`config.mk`:
```
export PLATFORM = sky130hd
export DESIGN_NAME = blink_code_arbiter
export DESIGN_NICKNAME = d
export VERILOG_FILES = /design/src/rtl/blink_code_arbiter.sv
export SDC_FILE = /design/constraint.sdc
export NUM_CORES = 1
export LEC_CHECK = 0
export CORE_ASPECT_RATIO = 1.5
export CORE_MARGIN = 1.5
export CORE_UTILIZATION = 40
export CTS_BUF_LIST = sky130_fd_sc_hd__clkbuf_16
export CTS_CLUSTER_DIAMETER = 60
export DETAILED_ROUTE_END_ITERATION = 8
export GPL_TIMING_DRIVEN = 0
export PLACE_DENSITY = 0.74
export SLEW_MARGIN = 15
export SYNTH_ARGS = -nofsm -noshare
export SYNTH_HDL_FRONTEND = slang
export SYNTH_SLANG_ARGS = --single-unit
```
`constraint.sdc`:
```
create_clock -name clk -period 4.8 [get_ports clk]
set_input_delay 0.96 -clock clk [delete_from_list [all_inputs] [get_ports clk]]
set_output_delay 0.96 -clock clk [all_outputs]
set_load 0.005 [all_outputs]
```
`src/rtl/blink_code_arbiter.sv`:
```
// blink_code_arbiter
//   Lets several status sources share one board LED. Each source asks for a
//   blink code: N pulses, then a pause. The lowest requesting index wins. Its
//   code is played out on a prescaled tick base. When the pause ends, the block
//   returns to IDLE and arbitrates again in that same IDLE cycle.
//
//   Ports
//     clk    in   system clock
//     rst    in   synchronous, active-high reset; aborts a running sequence
//     req    in   [NUM_REQ] level requests, sampled only at grant
//     code   in   [NUM_REQ*CODE_WIDTH] pulse counts, requester i uses slice i
//     led    out  LED drive, high only in ON
//     grant  out  [NUM_REQ] one-hot owner, stable for the whole sequence
//     busy   out  high while a sequence is running
//     done   out  one-cycle pulse on the return to IDLE
//
//   state | meaning
//   ------+-----------------------------------------------------------
//   IDLE  | no sequence; arbitrate on any non-zero req
//   ON    | LED lit for ON_TICKS ticks; pulse count drops at the end
//   OFF   | LED dark for OFF_TICKS ticks between pulses
//   GAP   | LED dark for GAP_TICKS ticks after the last pulse

module blink_code_arbiter #(
   parameter int DIVIDER    = 100000,
   parameter int NUM_REQ    = 4,
   parameter int CODE_WIDTH = 4,
   parameter int ON_TICKS   = 2,
   parameter int OFF_TICKS  = 3,
   parameter int GAP_TICKS  = 10
) (
   input  logic                            clk,
   input  logic                            rst,
   input  logic [NUM_REQ-1:0]              req,
   input  logic [NUM_REQ*CODE_WIDTH-1:0]   code,
   output logic                            led,
   output logic [NUM_REQ-1:0]              grant,
   output logic                            busy,
   output logic                            done
);

   localparam int MAX_T0 = (ON_TICKS > OFF_TICKS) ? ON_TICKS : OFF_TICKS;
   localparam int MAX_T  = (MAX_T0 > GAP_TICKS) ? MAX_T0 : GAP_TICKS;
   localparam int PH_W   = $clog2(MAX_T + 1);
   localparam int PRE_W  = (DIVIDER > 1) ? $clog2(DIVIDER) : 1;

   localparam logic [PRE_W-1:0] PRE_RELOAD = PRE_W'(DIVIDER - 1);

   typedef enum logic [1:0] {
      S_IDLE = 2'd0,
      S_ON   = 2'd1,
      S_OFF  = 2'd2,
      S_GAP  = 2'd3
   } state_t;

   state_t                  state, state_nxt;
   logic [PRE_W-1:0]        pre_cnt;
   logic [PH_W-1:0]         ph_cnt;
   logic [CODE_WIDTH-1:0]   pulse_cnt;

   logic                    led_nxt, busy_nxt, done_nxt;
   logic [NUM_REQ-1:0]      grant_nxt;

   logic                    tick, phase_last, arb;
   logic [NUM_REQ-1:0]      win_onehot;
   logic [CODE_WIDTH-1:0]   win_code;

   // Downward scan so the lowest set index is the one left standing.
   always_comb begin
      win_onehot = '0;
      win_code   = '0;
      for (int i = NUM_REQ - 1; i >= 0; i--) begin
         if (req[i]) begin
            win_onehot    = '0;
            win_onehot[i] = 1'b1;
            win_code      = code[i*CODE_WIDTH +: CODE_WIDTH];
         end
      end
   end

   assign arb        = (state == S_IDLE) && (|req);
   assign tick       = (state != S_IDLE) && (pre_cnt == '0);
   assign phase_last = tick && (ph_cnt == PH_W'(1));

   // State register
   always_ff @(posedge clk) begin
      if (rst) state <= S_IDLE;
      else     state <= state_nxt;
   end

   // Next-state logic
   always_comb begin
      state_nxt = state;
      case (state)
         S_IDLE: if (arb) state_nxt = (win_code == '0) ? S_GAP : S_ON;
         S_ON:   if (phase_last)
                    state_nxt = (pulse_cnt == CODE_WIDTH'(1)) ? S_GAP : S_OFF;
         S_OFF:  if (phase_last) state_nxt = S_ON;
         S_GAP:  if (phase_last) state_nxt = S_IDLE;
         default: state_nxt = S_IDLE;
      endcase
   end

   // Output logic: next values, registered below so every output is a flop.
   always_comb begin
      led_nxt   = (state_nxt == S_ON);
      busy_nxt  = (state_nxt != S_IDLE);
      done_nxt  = (state == S_GAP) && (state_nxt == S_IDLE);
      grant_nxt = grant;
      if (arb)                       grant_nxt = win_onehot;
      else if (state_nxt == S_IDLE)  grant_nxt = '0;
   end

   always_ff @(posedge clk) begin
      if (rst) begin
         led   <= 1'b0;
         grant <= '0;
         busy  <= 1'b0;
         done  <= 1'b0;
      end else begin
         led   <= led_nxt;
         grant <= grant_nxt;
         busy  <= busy_nxt;
         done  <= done_nxt;
      end
   end

   // Prescaler held at reload in IDLE, so the first tick of a sequence lands
   // exactly DIVIDER cycles after it starts.
   always_ff @(posedge clk) begin
      if (rst)                   pre_cnt <= '0;
      else if (state == S_IDLE)  pre_cnt <= PRE_RELOAD;
      else if (pre_cnt == '0)    pre_cnt <= PRE_RELOAD;
      else                       pre_cnt <= pre_cnt - PRE_W'(1);
   end

   // Phase counter holds the ticks left in the current state.
   always_ff @(posedge clk) begin
      if (rst) begin
         ph_cnt <= '0;
      end else if (state_nxt != state) begin
         case (state_nxt)
            S_ON:    ph_cnt <= PH_W'(ON_TICKS);
            S_OFF:   ph_cnt <= PH_W'(OFF_TICKS);
            S_GAP:   ph_cnt <= PH_W'(GAP_TICKS);
            default: ph_cnt <= '0;
         endcase
      end else if (tick) begin
         ph_cnt <= ph_cnt - PH_W'(1);
      end
   end

   always_ff @(posedge clk) begin
      if (rst)                          pulse_cnt <= '0;
      else if (arb)                     pulse_cnt <= win_code;
      else if (state == S_ON && phase_last)
                                        pulse_cnt <= pulse_cnt - CODE_WIDTH'(1);
   end

endmodule
```
; Yosys cells after proc, flatten, opt, wreduce, memory -nomap -nowiden
; Index checks and enable logic that the tools add are counted.
[word_totals]
register_bits = 34
input_bits = 22
output_inout_bits = 7
wordCells = 61
[op_classes]
addsub = 3
n_eq_ne = 9
muxes = 24
reduce_logical = 16
[ops]
columns = operator, n
row1 = $mux 4, 14
row2 = $mux 17, 2
row3 = $logic_not 17->1, 1
row4 = $sub 17x1->17 const B, 1
row5 = $pmux 4 s3, 1
row6 = $mux 2, 5
row7 = $reduce_bool 2->1, 5
row8 = $eq 2x2->1 const B, 4
row9 = $eq 4x1->1 const B, 2
row10 = $pmux 2 s4, 1
row11 = $sub 4x1->4 const B, 2
row12 = $logic_and 1x1->1, 5
row13 = $eq 2x1->1 const B, 2
row14 = $logic_not 2->1, 2
row15 = $logic_not 4->1, 1
row16 = $reduce_or 4->1, 1
row17 = $reduce_or 3->1, 1
row18 = $ne 2x2->1, 1
row19 = $mux 1, 1

; Depth between registers and ports, before layout
[logic_depth]
ltp_word = 11
ltp_mapped = 8
mapped_depth_nobuf = 8

; Least setup slack after synthesis
; Ideal clock, no wire load.
[synth_path]
path_type = in2reg
start = input port req[0]
end = register led
arrival_ns = 2.543
slack_ns = 2.127
cell_stages = 7
path_buffers = 2
cell_sequence = clkbuf_1 -> nor4_1 -> or2_1 -> clkbuf_1 -> a2111o_1 -> o31a_2 -> nor3b_2
[synth_via]
elab_chain_len = 6
word_cells_on_any_way = 8
[synth_lines]
columns = element, line
row1 = from (decl), 34  ; input logic [NUM_REQ-1:0] req,
row2 = $mux 4, 73  ; if (req[i]) begin
row3 = $logic_not 4->1, 95  ; S_IDLE: if (arb) state_nxt = (win_code == '0) ? S_GAP : S_ON;
row4 = $mux 2, 95
row5 = $mux 2 *, 95
row6 = $pmux 2 s4 *, 94  ; case (state)
row7 = $eq 2x1->1 *, 106  ; led_nxt = (state_nxt == S_ON);
row8 = to (signal assigned), 121  ; led <= led_nxt;
row9 = to (decl), 36  ; output logic led,
; Mark *: on every way between the ends. The rest lies on a longest branch, timed or not.
; A chain may end at the register's enable or synchronous reset.

; Worst setup path after layout
[layout_path]
start = input port req[2]
end = register ph_cnt[3]
[layout_via]
elab_chain_len = 10
word_cells_on_any_way = 16
[layout_lines]
columns = element, line
row1 = $mux 4 (3 in a row), 73
row2 = $logic_not 4->1, 95
row3 = $mux 2, 95
row4 = $mux 2 *, 95
row5 = $pmux 2 s4 *, 94
row6 = $eq 2x2->1 / $eq 2x1->1 (equally long branches), 142  ; case (state_nxt)
row7 = $pmux 4 s3, 142
row8 = $mux 4, 141  ; end else if (state_nxt != state) begin
row9 = to (signal assigned), 143  ; S_ON: ph_cnt <= PH_W'(ON_TICKS);
row10 = to (signal assigned), 144  ; S_OFF: ph_cnt <= PH_W'(OFF_TICKS);
row11 = to (signal assigned), 145  ; S_GAP: ph_cnt <= PH_W'(GAP_TICKS);
row12 = to (decl), 58  ; logic [PH_W-1:0] ph_cnt;
; Marks and branches as above.

==> impl_results.md <==
- Die area: 5210 um^2
- Post-synthesis mux area share: 0.0157
- Leading area contributor after synthesis: dfxtp_1
- Port-buffer cells: 26
- Fin Hold WS: 0.458 ns
- R2r setup slk: 2.17 ns
- Yosys warns: 0
- Worst reg-to-reg path cell count: 8
- Final instance area: 2390 um^2
- Max Cap Viol: 0
- Slew Limit Headroom: 0.414
- Worst Slack Setup Final: 1.71 ns
- Worst VDD drop: 0.000230 V
- Max-slew violations: 0
- Fmax: around 0.32 GHz
- Global route overflow: 0
- Pin count of the biggest net entering global routing: 11
- Cells after Synth: around 220
- Fraction of layout cells with a size suffix above 1: 0.112
- Via count: 1649
- Sinks on the clock net: 34
- Most numerous cell in the Yosys netlist: dfxtp_1
- Met3 wire length: 156 um
- Post-synthesis async set-or-reset flop share: 0
- Outcome: completed
- CP Max Fanout: 9
- Final Cycle Share: 0.645
- DR WL/cell: 13.7 um
- Io pins: 29
- GRT Util Overall: 0.184
- Row cnt: 30
- Antenna cells: 0
- FF-to-FF Start: pre_cnt[0]
- CTS HTree Levels: 2
- RR Endpoint: ph_cnt[1]
- Worst slew pin tran: 0.866 ns
- Hold Path Stages: 1
- HPWL after DPL: ~3.2 mm
- Syn avg cell area: 8.88 um^2
- Seq/Total Area, Yosys: 0.356
- Cts hold-fix bufs: 0
- Chip Width: between 50 and 60 um
- Via/cell ratio: roughly 5.3
- Worst EP arrival: 3.28 ns
- Unrepaired setup endpoints after global routing: false
- Slowest CP cell: nor4_1
- Post-CTS setup buffer count: 0
- TritonCTS Buffers: 5
- Initial core utilization: 0.420
- Core Box Area: approximately 4500 um^2
- CTS tree: built
- TNS Setup: 0 ns
- Max Root-Sink Buffers: 2
- Crit path kind: in -> reg
- Worst Hold Class: reg -> reg
- Crit. End Element: register
- Placement Cell Area: 2250 um^2
- DRT iter0 DRCs: 45
- Antenna-violating nets left: 0
- Die Ht: ~88 um
- Drt pass-1 iters: 4
- Final Hold Viols: 0
- Adder-cell share of the synthesized area: 0.0393
- Crit-path max cell delay: 0.58 ns
- Post-Synth XOR/XNOR Area: 0.0872
- Post-synthesis cell type count: 52
- Synth Register Bits: 34
- Largest family of logic cells by synthesized area: simple AND/OR/NAND/NOR gates
- Fin nets: around 280
- DRC: 0
- Simple-Gate Fraction of Synth Area: 0.284
- CP Capture Point: ph_cnt[3]
- Reg clk slew, reported paths: 0.05 ns
- M1 WL: between 1.5 and 2 mm
- Pre-CTS WS: 1.45 ns
- Compound-gate portion of the synthesized area: 0.175
- Post_cts resized: 0
- Min cycle time layout: 3.09 ns
- Global-route wire length before repair: 7.22 mm
- Critical path launch point: req[2]
- Drt total wl: 4.28 mm
- Commonest cells in the netlist: 34 x dfxtp_1, 19 x nand2_1, 18 x nor2_1
- Post-synth net total: about 240
- DR top layer: met4
- Root Driver: clkbuf_16
- Critical path required time: 4.98 ns
- Layout overhead on the synthesized area: 25.0%
- Initial antenna violation count: 0
- Synth Flop Type: dfxtp_1
- Fill count: 433
- Post-synth EDFFs: 0
- Leakage power: 0.823 nW
- Power density over cell area: 334 nW/um^2
- Vias in the first global route: 1700
- GP Congestion: 0.878
- # setup viols final: 0
- Crit-path cells: clkdlybuf4s50_1, nor4_1, or2_1, clkbuf_1, o21ai_1, or3_1, o41ai_2
- Synth top area cells: dfxtp_1 36%, xnor2_1 6.4%, ha_1 3.9%, nand2_1 3.7%, nor2_1 3.5%
- Clk_skew: 0.00344 ns
- Clock Latency Late Sink: 0.28 ns
- Synth top area share: 0.356
- Post-Syn Area: 1910 um^2
- CP Launch Type: input port
- DR WL met2: 2.29 mm
worst max-delay path: cells and delay by family:
kind                   cells  cell delay, ns
buffers and inverters      2            0.83
AO/OA/AOI/OAI              2            0.31
AND/OR/NAND/NOR            3            1.17
worst min-delay path by stage:
stage / from / end
2_1_floorplan: pre_cnt[0] / pre_cnt[0]
3_3_place_gp: pre_cnt[0] / pre_cnt[0]
3_5_place_dp: pre_cnt[0] / pre_cnt[0]
4_1_cts: pre_cnt[0] / pre_cnt[0]
5_1_grt: grant[0] / grant[0]
6_report: pre_cnt[0] / pre_cnt[0]
layer usage:
metal / global-route usage / vias up
li1: - / 838
met1: 0.182 / 773
met2: 0.343 / 31
met3: 0.0443 / 7
met4: 0.0930 / 0
met5: 0 / -
cell families after synthesis:
family | Yosys count
simple gates | 90
compound gates | 42
flops | 34
buf+inv | 21
xor+xnor | 19
fa+ha+maj | 6
mux | 3
sequential cells by signal, summed over array words and instances, names as in the netlist:
register,count
state,2
done,1
ph_cnt,4
led,1
grant,4
pre_cnt,17
busy,1
pulse_cnt,4
where the power goes:
part / switching [mW] / internal, mW / total, mW
clock: 0.115 / 0.187 / 0.302
combinational: 0.0876 / 0.0796 / 0.167
sequential: 0.0222 / 0.306 / 0.328
total: 0.225 / 0.573 / 0.798
area by class of cell:
type | count | area [um^2] | area share
timing repair buffer | 26 | 260 | 0.109
multi-input combinational | 160 | 1150 | 0.481
clock buffer | 5 | 125 | 0.0524
inverter | 11 | 41.3 | 0.0173
tap | 64 | 80.1 | 0.0335
buffer | 10 | 38.8 | 0.0162
sequential | 34 | 681 | 0.285
clock inverter | 3 | 12.5 | 0.00524
through the flow:
stage | util | power, mW | std cells
3_3_place_gp | 0.495 | 0.496 | 305
6_report | 0.526 | 0.798 | 313
5_1_grt | 0.526 | 0.834 | 313
3_5_place_dp | 0.495 | 0.501 | 305
4_1_cts | 0.526 | 0.802 | 313
2_1_floorplan | - | 0.446 | 215
cell usage in the layout, fill, tap and decap left out, types with 3 or more instances in the layout:
cell,netlist,layout
clkbuf_16,0,5
xor2_1,5,5
mux2i_1,3,3
nor2_1,18,18
clkdlybuf4s50_1,0,26
ha_1,6,6
o21ai_0,3,3
nand2_1,19,19
a21oi_1,12,12
nor3_1,12,12
clkbuf_1,9,9
nand4_1,3,3
nand3_1,5,5
a211oi_1,3,3
dfxtp_1,34,34
a22oi_1,4,4
o41ai_2,4,4
xnor2_1,14,14
inv_1,11,12
nor4_1,4,4
(Power assumes the default switching activity.)
